===== src/rtl/arm_register_file_pkg.sv =====
// Shared constants for the register bank, the instruction decoder and the PC stage.
package arm_register_file_pkg;

  localparam int ADDR_W   = 4;
  localparam int DATA_W   = 32;
  localparam int NUM_REGS = 16;
  localparam int PC_IDX   = 15;
  localparam int LINK_REG = 14;

  // Architectural register aliases
  localparam int SP = 13;
  localparam int LR = 14;
  localparam int PC = 15;

  // Per-register next-state choice. Reset is handled separately in the flop.
  typedef enum logic [1:0] {
    WR_HOLD    = 2'd0,
    WR_GENERAL = 2'd1,
    WR_LINK    = 2'd2
  } wr_sel_e;

  // Write decode for one stored register. Full equality compare, so an
  // unknown address never selects a register. The general port wins over the
  // link port when both target the same register.
  function automatic wr_sel_e wr_decode(
    input logic              we,
    input logic [ADDR_W-1:0] wa,
    input logic              link_we,
    input logic              is_link,
    input logic [ADDR_W-1:0] idx
  );
    wr_sel_e sel;
    sel = WR_HOLD;
    if (link_we && is_link) sel = WR_LINK;
    if (we && (wa == idx))  sel = WR_GENERAL;
    return sel;
  endfunction

endpackage


===== src/rtl/arm_register_file_read_mux.sv =====
// 16:1 read mux over R0-R14 with index 15 substituted by the live PC+8 value.
module regfile_read_mux #(
  parameter int DATA_W = arm_register_file_pkg::DATA_W
) (
  input  logic [arm_register_file_pkg::PC_IDX-1:0][DATA_W-1:0] regs_i,
  input  logic [DATA_W-1:0]                                    r15_i,
  input  logic [arm_register_file_pkg::ADDR_W-1:0]             addr_i,
  output logic [DATA_W-1:0]                                    data_o
);
  import arm_register_file_pkg::*;

  logic [NUM_REGS-1:0][DATA_W-1:0] all_regs;

  // Append R15 above the stored registers so every address is in range.
  always_comb begin
    all_regs = {r15_i, regs_i};
    data_o   = all_regs[addr_i];
  end

endmodule


===== src/rtl/arm_register_file.sv =====
// ARM register bank: R0-R14 in flops, R15 supplied by the PC stage.
// Three operand read ports plus a debug port, one general write port and a
// dedicated link write port for BL.
module arm_register_file #(
  parameter int DATA_W   = arm_register_file_pkg::DATA_W,
  parameter int LINK_REG = arm_register_file_pkg::LINK_REG
) (
  input  logic                                     clk,
  input  logic                                     reset,
  input  logic [arm_register_file_pkg::ADDR_W-1:0] RA1,
  input  logic [arm_register_file_pkg::ADDR_W-1:0] RA2,
  input  logic [arm_register_file_pkg::ADDR_W-1:0] RA3,
  input  logic [arm_register_file_pkg::ADDR_W-1:0] WA3,
  input  logic [DATA_W-1:0]                        WD3,
  input  logic                                     WE3,
  input  logic                                     LinkWE,
  input  logic [DATA_W-1:0]                        LinkData,
  input  logic [DATA_W-1:0]                        R15,
  input  logic [arm_register_file_pkg::ADDR_W-1:0] DbgSel,
  output logic [DATA_W-1:0]                        RD1,
  output logic [DATA_W-1:0]                        RD2,
  output logic [DATA_W-1:0]                        RD3,
  output logic [DATA_W-1:0]                        DbgOut
);
  import arm_register_file_pkg::*;

  localparam int NSTORE = PC_IDX;  // R0-R14 are stored; R15 is not

  logic [NSTORE-1:0][DATA_W-1:0] regs_q, regs_d;
  wr_sel_e                       wr_sel [NSTORE];

  // Per-register write decode; a write to index 15 matches nothing and is dropped.
  always_comb begin
    regs_d = regs_q;
    for (int i = 0; i < NSTORE; i++) begin
      wr_sel[i] = wr_decode(WE3, WA3, LinkWE, (i == LINK_REG), ADDR_W'(i));
      case (wr_sel[i])
        WR_GENERAL: regs_d[i] = WD3;
        WR_LINK:    regs_d[i] = LinkData;
        default:    regs_d[i] = regs_q[i];
      endcase
    end
  end

  // Register bank; reset discards any write presented in the same cycle.
  always_ff @(posedge clk) begin
    if (reset) regs_q <= '0;
    else       regs_q <= regs_d;
  end

  // Read ports: combinational, no write-to-read bypass.
  regfile_read_mux #(.DATA_W(DATA_W)) u_rd1 (
    .regs_i(regs_q), .r15_i(R15), .addr_i(RA1), .data_o(RD1)
  );
  regfile_read_mux #(.DATA_W(DATA_W)) u_rd2 (
    .regs_i(regs_q), .r15_i(R15), .addr_i(RA2), .data_o(RD2)
  );
  regfile_read_mux #(.DATA_W(DATA_W)) u_rd3 (
    .regs_i(regs_q), .r15_i(R15), .addr_i(RA3), .data_o(RD3)
  );
  regfile_read_mux #(.DATA_W(DATA_W)) u_dbg (
    .regs_i(regs_q), .r15_i(R15), .addr_i(DbgSel), .data_o(DbgOut)
  );

endmodule


===== config.mk =====
export PLATFORM = sky130hd
export DESIGN_NAME = arm_register_file
export DESIGN_NICKNAME = d
export VERILOG_FILES = /design/src/rtl/arm_register_file_pkg.sv /design/src/rtl/arm_register_file_read_mux.sv /design/src/rtl/arm_register_file.sv
export SDC_FILE = /design/constraint.sdc
export NUM_CORES = 1
export LEC_CHECK = 0
export CAP_MARGIN = 20
export CORE_MARGIN = 2
export CORE_UTILIZATION = 55
export CTS_CLUSTER_DIAMETER = 120
export DETAILED_ROUTE_END_ITERATION = 8
export PLACE_DENSITY = 0.76
export SLEW_MARGIN = 20
export SYNTH_ARGS = -nofsm -noshare
export SYNTH_HDL_FRONTEND = slang
export SYNTH_HIERARCHICAL = 1
export SYNTH_SLANG_ARGS = --single-unit

===== constraint.sdc =====
create_clock -name clk -period 5.01 [get_ports clk]
set_input_delay 1.002 -clock clk [delete_from_list [all_inputs] [get_ports clk]]
set_output_delay 1.002 -clock clk [all_outputs]
set_load 0.03 [all_outputs]

Word-level counts from Yosys, hierarchy flattened
Index checks and enable logic that the tools add are counted.
{ "totals": {"out_inout_bits": 128, "word_cells": 133, "in_bits": 120, "register_bits": 480} }
{ "op_classes": {"mux": 39, "eq_ne": 44, "reduce_logical": 31, "n_lt_le_gt_ge": 4} }
{ "op_table": {"columns": ["cell", "count"], "rows": [
  ["$pmux W32 S2", 15],
  ["$bmux W32 S4", 4],
  ["$mux W32", 4],
  ["$reduce_bool A2 Y1", 15],
  ["$eq A2 B1 Y1 const B", 14],
  ["$eq A2 B2 Y1 const B", 14],
  ["$eq A4 B4 Y1 const B", 7],
  ["$lt A4 B5 Y1 const B", 4],
  ["$eq A4 B3 Y1 const B", 4],
  ["$logic_and A1 B1 Y1", 15],
  ["$mux W1", 14],
  ["$eq A4 B2 Y1 const B", 2],
  ["$eq A4 B1 Y1 const B", 1],
  ["$logic_not A4 Y1", 1],
  ["$mux W2", 2],
  ["$eq A1 B2 Y1 const B", 1],
  ["$eq A1 B1 Y1 const B", 1]
]} }

Logic depth before layout (Yosys ltp)
{ "logic_depth": {"word_depth": 5, "mapped_depth": 7, "ltp_nobuf": 3} }

Cells and area by module
Netlist, hierarchy kept.
{ "modules_own_cells": {"columns": ["module", "cells_per_inst", "instances", "area_each_um2"], "rows": [
  ["arm_register_file", 1679, 1, 18876.9],
  ["regfile_read_mux", 271, 4, 3728.6]
]} }

Worst setup path before layout
Ideal clock, no wire load.
{ "synth_timing": {"kind": "input to output", "startpoint": "input DbgSel[0] (netlist name)", "endpoint": "output DbgOut[17]", "arrival_time_ps": 2310, "setup_slack_ps": 1698, "t_required_ps": 4008, "path_buffers": 2, "path_stages": 5, "cell_sequence": "buf_2 buf_4 mux4_2 a22oi_1 nand2_1"} }
{ "synth_between": {"elab_chain_cells": 2} }
{ "synth_lines": {"columns": ["item", "line", "source"], "rows": [
  ["start, declared", "arm_register_file.sv:19", "input logic [arm_register_file_pkg::ADDR_W-1:0] DbgSel,"],
  ["$bmux W32 S4", "arm_register_file_read_mux.sv:17", "data_o = all_regs[addr_i];"],
  ["$mux W32 (implied by the code)", "arm_register_file_read_mux.sv:17", null],
  ["end, declared", "arm_register_file.sv:23", "output logic [DATA_W-1:0] DbgOut"]
]} }
Every way passes these cells. The select of a mux whose other input is x is not followed.

Final worst setup path
{ "layout_timing": {"startpoint": "input RA2[3] (netlist name)", "endpoint": "output RD2[17]"} }
{ "layout_between": {"elab_chain_cells": 2} }
{ "layout_lines": {"columns": ["item", "line", "source"], "rows": [
  ["start, declared", "arm_register_file.sv:11", "input logic [arm_register_file_pkg::ADDR_W-1:0] RA2,"],
  ["$bmux W32 S4", "arm_register_file_read_mux.sv:17", null],
  ["$mux W32 (implied by the code)", "arm_register_file_read_mux.sv:17", null],
  ["end, declared", "arm_register_file.sv:21", "output logic [DATA_W-1:0] RD2,"]
]} }
Every way passes these cells. The select of a mux whose other input is x is not followed.

==> results.json <==
{
  "p_clk_share_pct": 42.7,
  "startpoint_type": "primary input",
  "io_buffer_count": 247,
  "syn_area_per_cell_um2": 12.2,
  "core-area_um2": 60600,
  "crit_required_ps": 4010,
  "peakVddDrop_uv": 251,
  "path_buf_inv": 3,
  "cts_tree": "done",
  "clockBufferDepth": 3,
  "setup_tns_ps": 0,
  "hold_path_class": "flop to flop",
  "clkLatencyLatePin_ps": 620,
  "drcViolationCount": 0,
  "fin_crit_sh_pct": 90.5,
  "grt-ovfl-total": 0,
  "antenna_found_initial": 3,
  "p_sw_mw": 2.66,
  "vias": 26779,
  "drv_cap": 0,
  "io_pins": 248,
  "cpMaxStageDelayCell": "clkdlybuf4s50_1",
  "yosysUniqueCellTypes": 25,
  "pwr-share-comb_pct": 16.1,
  "synthTopCellsByArea": "mux4_2, dfxtp_1, mux2i_1",
  "powerDensity_nw_per_um2": 249,
  "post-route-min-period_ps": 4530,
  "switching_share_pct": 27.7,
  "hpwl_mm": 71.0,
  "cts.repair.resized": 0,
  "syn_nets": 2883,
  "largest_reg_flops": 480,
  "cts.clk_slew.worst_paths_ps": 60,
  "grt.total_usage_pct": 36.1,
  "fmax_ghz": 0.221,
  "p_int_mw": 6.95,
  "yosysTopAreaCellShare_pct": 34.1,
  "crit_family": "buffers and inverters",
  "hold_violations": 0,
  "crit_top_cell": "clkdlybuf4s50_1",
  "grt_pass1_vias": 27398,
  "gp_congestion": 0.895,
  "routed_wl_mm": 115,
  "cellLeakagePower_nw": 15.9,
  "grt_setup_unrepaired": "no",
  "grt_pass1_wl_mm": 171,
  "endpoint_kind": "primary output",
  "worstPathArrival_ps": 3530,
  "post-place-ws_ps": 580,
  "outcome": "finished clean",
  "cp_max_fo": 13,
  "cts-buffers-inserted": 53,
  "dieArea_um2": 63400,
  "dr.pass1.iters": 8,
  "ys_warn_count": 6,
  "top_register": "regs_q",
  "place_area_um2": 36800,
  "final_common_cell": "mux4_2",
  "cts_root_buf": "clkbuf_16",
  "holdWs_ps": 516,
  "whs_path_depth": 2,
  "h-tree-depth": 2,
  "path_cells": "clkdlybuf4s50_1 -> and2_2 -> buf_4 -> a22oi_1 -> nand2_1 -> clkdlybuf4s50_1",
  "postCtsSetupBuffers": 0,
  "vias_per_cell": 7.31,
  "fin_ws_ps": 475,
  "report.final.slew_viol_count": 0,
  "max_slew_margin_pct": 29.6,
  "drive_gt1_share_pct": 25.6,
  "syn_area_um2": 33800,
  "final_cell_mix": "mux4_2, nand2b_1, mux2i_1, dfxtp_1, a22oi_1",
  "synth_top_area_cell": "mux4_2",
  "clock_sinks": 480,
  "fp.dieH_um": 252,
  "finalSetupViolations": 0,
  "total_power_mw": 9.61,
  "cp.depth": 6,
  "worst_pin_slew_ps": 1060,
  "synth-seq-cells": 480,
  "syn_inst": 2763,
  "rows": 90,
  "die_w_um": 252,
  "cpPeakStageDelay_ps": 690,
  "initial_utilization_pct": 55.8,
  "seqPwrFrac_pct": 41.2,
  "drtAntennaViolNets": 0,
  "crit_type": "primary input to primary output",
  "grt_max_degree": 111,
  "ys_seq_area_share_pct": 28.4,
  "reg_top3": "regs_q (480)",
  "fill_cells": 4473,
  "drtIter0Drc": 3801,
  "wl_per_cell_um": 31.3,
  "postLayoutCellArea_um2": 38600,
  "nets": 2955,
  "area_delta_synth_final_pct": 14.3,
  "finClkSkew_ps": 0,
  "cts_hold_buf": 0,
  "worst-r2r-cell-count": 3
}
[cell type report]
class / count / area (um^2) / share of cell area [%]
clock buffer: 73 / 1480 / 3.84
timing repair buffer: 340 / 3620 / 9.37
tap: 782 / 978 / 2.53
multi-input combinational: 1960 / 22600 / 58.6
sequential: 480 / 9610 / 24.9
antenna: 2 / 5.00 / 0.0130
clock inverter: 25 / 310 / 0.803
[worst register-to-register path, stage by stage (launching register included)]
cell and delay (ps):
dfxtp_1 480, mux2i_1 120, a211oi_1 230, o21bai_1 130
[final timing paths]
path / start / to / slack (ps)
hold / removal: regs_q[218]$_SDFFE_PP0P_ / regs_q[218]$_SDFFE_PP0P_ / 520
setup / recovery: RA2[3] / RD2[17] / 480
hold reg to reg: regs_q[218]$_SDFFE_PP0P_ / regs_q[218]$_SDFFE_PP0P_ / 520
setup reg to reg: regs_q[478]$_SDFFE_PP0P_ / regs_q[478]$_SDFFE_PP0P_ / 3970
[cells in the mapped netlist (all sizes together)]
library cell    n
clkbuf        154
a22oi         256
nor3b           1
o21bai         32
mux4          512
nor2b          10
nand2b        480
and3b           2
buf           169
and2            6
a211oi         32
and3            1
nand2         140
nor2            5
mux2i         480
nand3           3
dfxtp         480
[power groups by stage]
stage	sequential (mW)	combinational (mW)	clock [mW]
3_5_place_dp	4.04	1.52	0
4_1_cts	3.96	1.52	4.12
6_report	3.96	1.55	4.10
3_3_place_gp	4.03	1.50	0
2_1_floorplan	4.01	0.982	0
5_1_grt	3.97	1.60	4.26
[kinds of logic (layout without fill, tap and decap cells)]
kind of cell / after synthesis / in the layout / synth area share, %
AO/OA/AOI/OAI: 320 / 320 / 7.11
buffers and inverters: 323 / 438 / 5.02
flip-flops: 480 / 480 / 28.4
multiplexers: 992 / 992 / 48.3
other: 0 / 2 / 0
AND/OR/NAND/NOR: 648 / 648 / 11.1
[per-stage QoR]
stage | utilization, % | std cells
after floorplan | - | 2763
after CTS | 63.8 | 3660
after detailed placement | 60.8 | 3562
after global placement | 60.8 | 3562
after global routing | 63.8 | 3660
final | 63.8 | 3662
[routing by layer]
metal | track usage (%) | up-vias | part of all wire [%]
met2 | 54.0 | 2041 | 44
li1 | - | 10877 | -
met1 | 48.3 | 13439 | 37
met3 | 10.7 | 418 | 13
met5 | 0 | - | 0.024
met4 | 17.4 | 4 | 5.3
Power figures use the tool's default switching activity.
==> RTL edit, RTL diff (config.mk and constraints unchanged) <==
Register the input `LinkData` before use, cleared by the reset. The logic sees it one clock later. The other inputs are not delayed to match.
--- a/src/rtl/arm_register_file.sv
+++ b/src/rtl/arm_register_file.sv
@@ -26,6 +26,16 @@
 
   localparam int NSTORE = PC_IDX;  // R0-R14 are stored; R15 is not
 
+  logic [DATA_W-1:0] LinkData_q;
+
+  always_ff @(posedge clk) begin
+    if (reset) begin
+      LinkData_q <= '0;
+    end else begin
+      LinkData_q <= LinkData;
+    end
+  end
+
   logic [NSTORE-1:0][DATA_W-1:0] regs_q, regs_d;
   wr_sel_e                       wr_sel [NSTORE];
 
@@ -36,7 +46,7 @@
       wr_sel[i] = wr_decode(WE3, WA3, LinkWE, (i == LINK_REG), ADDR_W'(i));
       case (wr_sel[i])
         WR_GENERAL: regs_d[i] = WD3;
-        WR_LINK:    regs_d[i] = LinkData;
+        WR_LINK:    regs_d[i] = LinkData_q;
         default:    regs_d[i] = regs_q[i];
       endcase
     end
Check against the original RTL: not equivalent (a bounded check fails within 4 cycles, from zero or initial values and one cycle with reset high).
==> RTL edit against the original RTL <==
- non-clock buffer count rose by 5
- routed wire length rose by 0.76%
- synthesized cell count rose by 2.4%
- sequential cell count rose by 32
- critical endpoint is now RD2[31]
- cell area rose by 2.8%
- power rose by 4.1%
- sequential share of layout area rose by 0.94 points
- synthesized area rose by 2.1%
- critical path depth did not move
- first-iteration DRC count fell by 7.3%
- largest power group unchanged
- cell count rose by 3.5%
- worst setup slack got worse by 0.19 ns
- sequential power rose by 6.6%
==> RTL edit: results (changes against the original RTL) <==
Detailed routing
  • Initial DRT Pass Iterations: 6 (-2)
  • Total number of vias: 27,300 (+2.1%)
  • Antenna Nets Post-Route: 0 (unchanged)
  • Wirelength per Cell: 30.5 um (-2.6%)
  • Initial drt markers: 3,523 (-7.3%)

STA
  • Slew margin rel.: 0.335 (+0.0387)
  • Clock Skew: 0.0119 ns (+0.0119 ns)

Critical path
  • Worst EP arrival: 3.72 ns (+0.19 ns)
  • Crit Path Max Fanout: 21 (+8)
  • Slowest stage delay, CP: 0.73 ns (+0.04 ns)

Synthesis
  • Portion of netlist area occupied by mux cells: 0.474 (-0.00973)
  • Post-synth top cells: 512 x dfxtp_1, 512 x mux4_2, 480 x mux2i_1, 480 x nand2b_1, 256 x a22oi_1
  • Main synth FF type: dfxtp_1
  • Synth warn: 6 (unchanged)
  • Xor/xnor cell area share of the yosys netlist: 0 (unchanged)
  • Compound-Gate Fraction of Synth Area: 0.0697 (-0.00143)
  • Unique masters post-synth: 21 (-16%)
  • Seq/Total Area, Yosys: 0.297 (+0.0129)
  • Ys async rst share: 0 (unchanged)
  • Synth area leaders: mux4_2 33%, dfxtp_1 30%, mux2i_1 14%

Global route
  • Initial antenna violation count: 1 (-2)
  • Largest net degree at the start of global routing: 131 (+18%)
  • Grt met1 use: 0.453 (-0.0307)
  • Vias in the first global route: 27,600 (+0.79%)
  • Global-route wire length before repair: 172,000 um (+0.75%)
  • Routing usage on met3: 0.0983 (-0.00911)
  • Overall routing resource usage: 0.356 (-0.00530)
  • Met2 global-route usage: 0.547 (+0.00767)

Place
  • I/O Buffers: 247 (unchanged)
  • Dpl hpwl: 71,300 um (+0.46%)
  • Placer Congestion: 0.907 (+1.4%)

Cells and area
  • Layout cells sized above 1: 0.250 (-0.00539)
  • Largest regs: regs_q: 480 flops, LinkData_q: 32 flops
  • NumNets Final: 3,028 (+2.5%)
  • Ant diodes: 0 (-2)

Clock network
  • CTS Buf Count: 57 (+7.5%)
  • Clock tree buffer depth: 3 (unchanged)
  • Clock latency on the worst-skew pair: 0.64 ns (+0.02 ns)
  • Post-CTS setup buffers: 0 (unchanged)
  • Clk slew on worst S/H paths: 0.06 ns (about the same)
  • CTS root buf: clkbuf_16

Pwr
  • Worst IR drop on VDD: 277 uV (+10%)
  • Leak Pwr: 16.3 nW (+2.3%)
  • PwrDens: 252 mW/mm2 (+1.3%)

Outcome
  • Status: complete, no violations
==> RTL edit: final timing paths <==
kind,start,to,slack [ns],depth (start not counted)
setup reg to reg,regs_q[449]$_SDFFE_PP0P_,regs_q[449]$_SDFFE_PP0P_,3.96,3
hold reg to reg,regs_q[208]$_SDFFE_PP0P_,regs_q[208]$_SDFFE_PP0P_,0.52,2
setup / recovery,RA2[3],RD2[31],0.29,6
hold / removal,regs_q[208]$_SDFFE_PP0P_,regs_q[208]$_SDFFE_PP0P_,0.52,2
==> RTL edit: tightest hold or removal path, stage by stage (launching register included) <==
cell	delay, ns
dfxtp_1	0.33
nand2b_1	0.08
mux2i_1	0.06
==> RTL edit: through the flow <==
stage | instances | utilization | hold WS [ns] | setup WS, ns | instance area [um2]
3_5_place_dp | 3685 | 0.611 | 0.502 | 0.464 | 37800
4_1_cts | 3788 | 0.642 | 0.514 | 0.460 | 39700
3_3_place_gp | 3685 | 0.611 | 0.485 | 0.510 | 37800
2_1_floorplan | 2830 | - | 0.476 | 1.70 | 34500
6_report | 3789 | 0.642 | 0.517 | 0.285 | 39700
5_1_grt | 3789 | 0.642 | 0.538 | 0.314 | 39700
==> RTL edit: logic make-up (layout without fill, tap and decap cells) <==
family          count (synthesis)  after routing
compound gates                320            320
buf+inv                       326            448
flops                         512            512
mux                           992            992
simple gates                  680            680
==> RTL edit: where the power goes <==
part / internal, mW / switching (mW)
clock: 2.46 / 1.80
combinational: 0.679 / 0.848
sequential: 4.14 / 0.0740
total: 7.28 / 2.72
==> RTL edit: area by class of cell <==
type | instances | area, um2
fill | 4634 | 22100
clock buffer | 88 | 1680
multi-input combinational | 1992 | 22800
clock inverter | 15 | 180
tap | 837 | 1050
sequential | 512 | 10200
timing repair buffer | 345 | 3720
==> RTL edit: metal layers <==
metal | wire length, um | share of wire
met5 | 13 | 0.00011
met4 | 7780 | 0.067
met3 | 15000 | 0.13
met2 | 52300 | 0.45
met1 | 40400 | 0.35
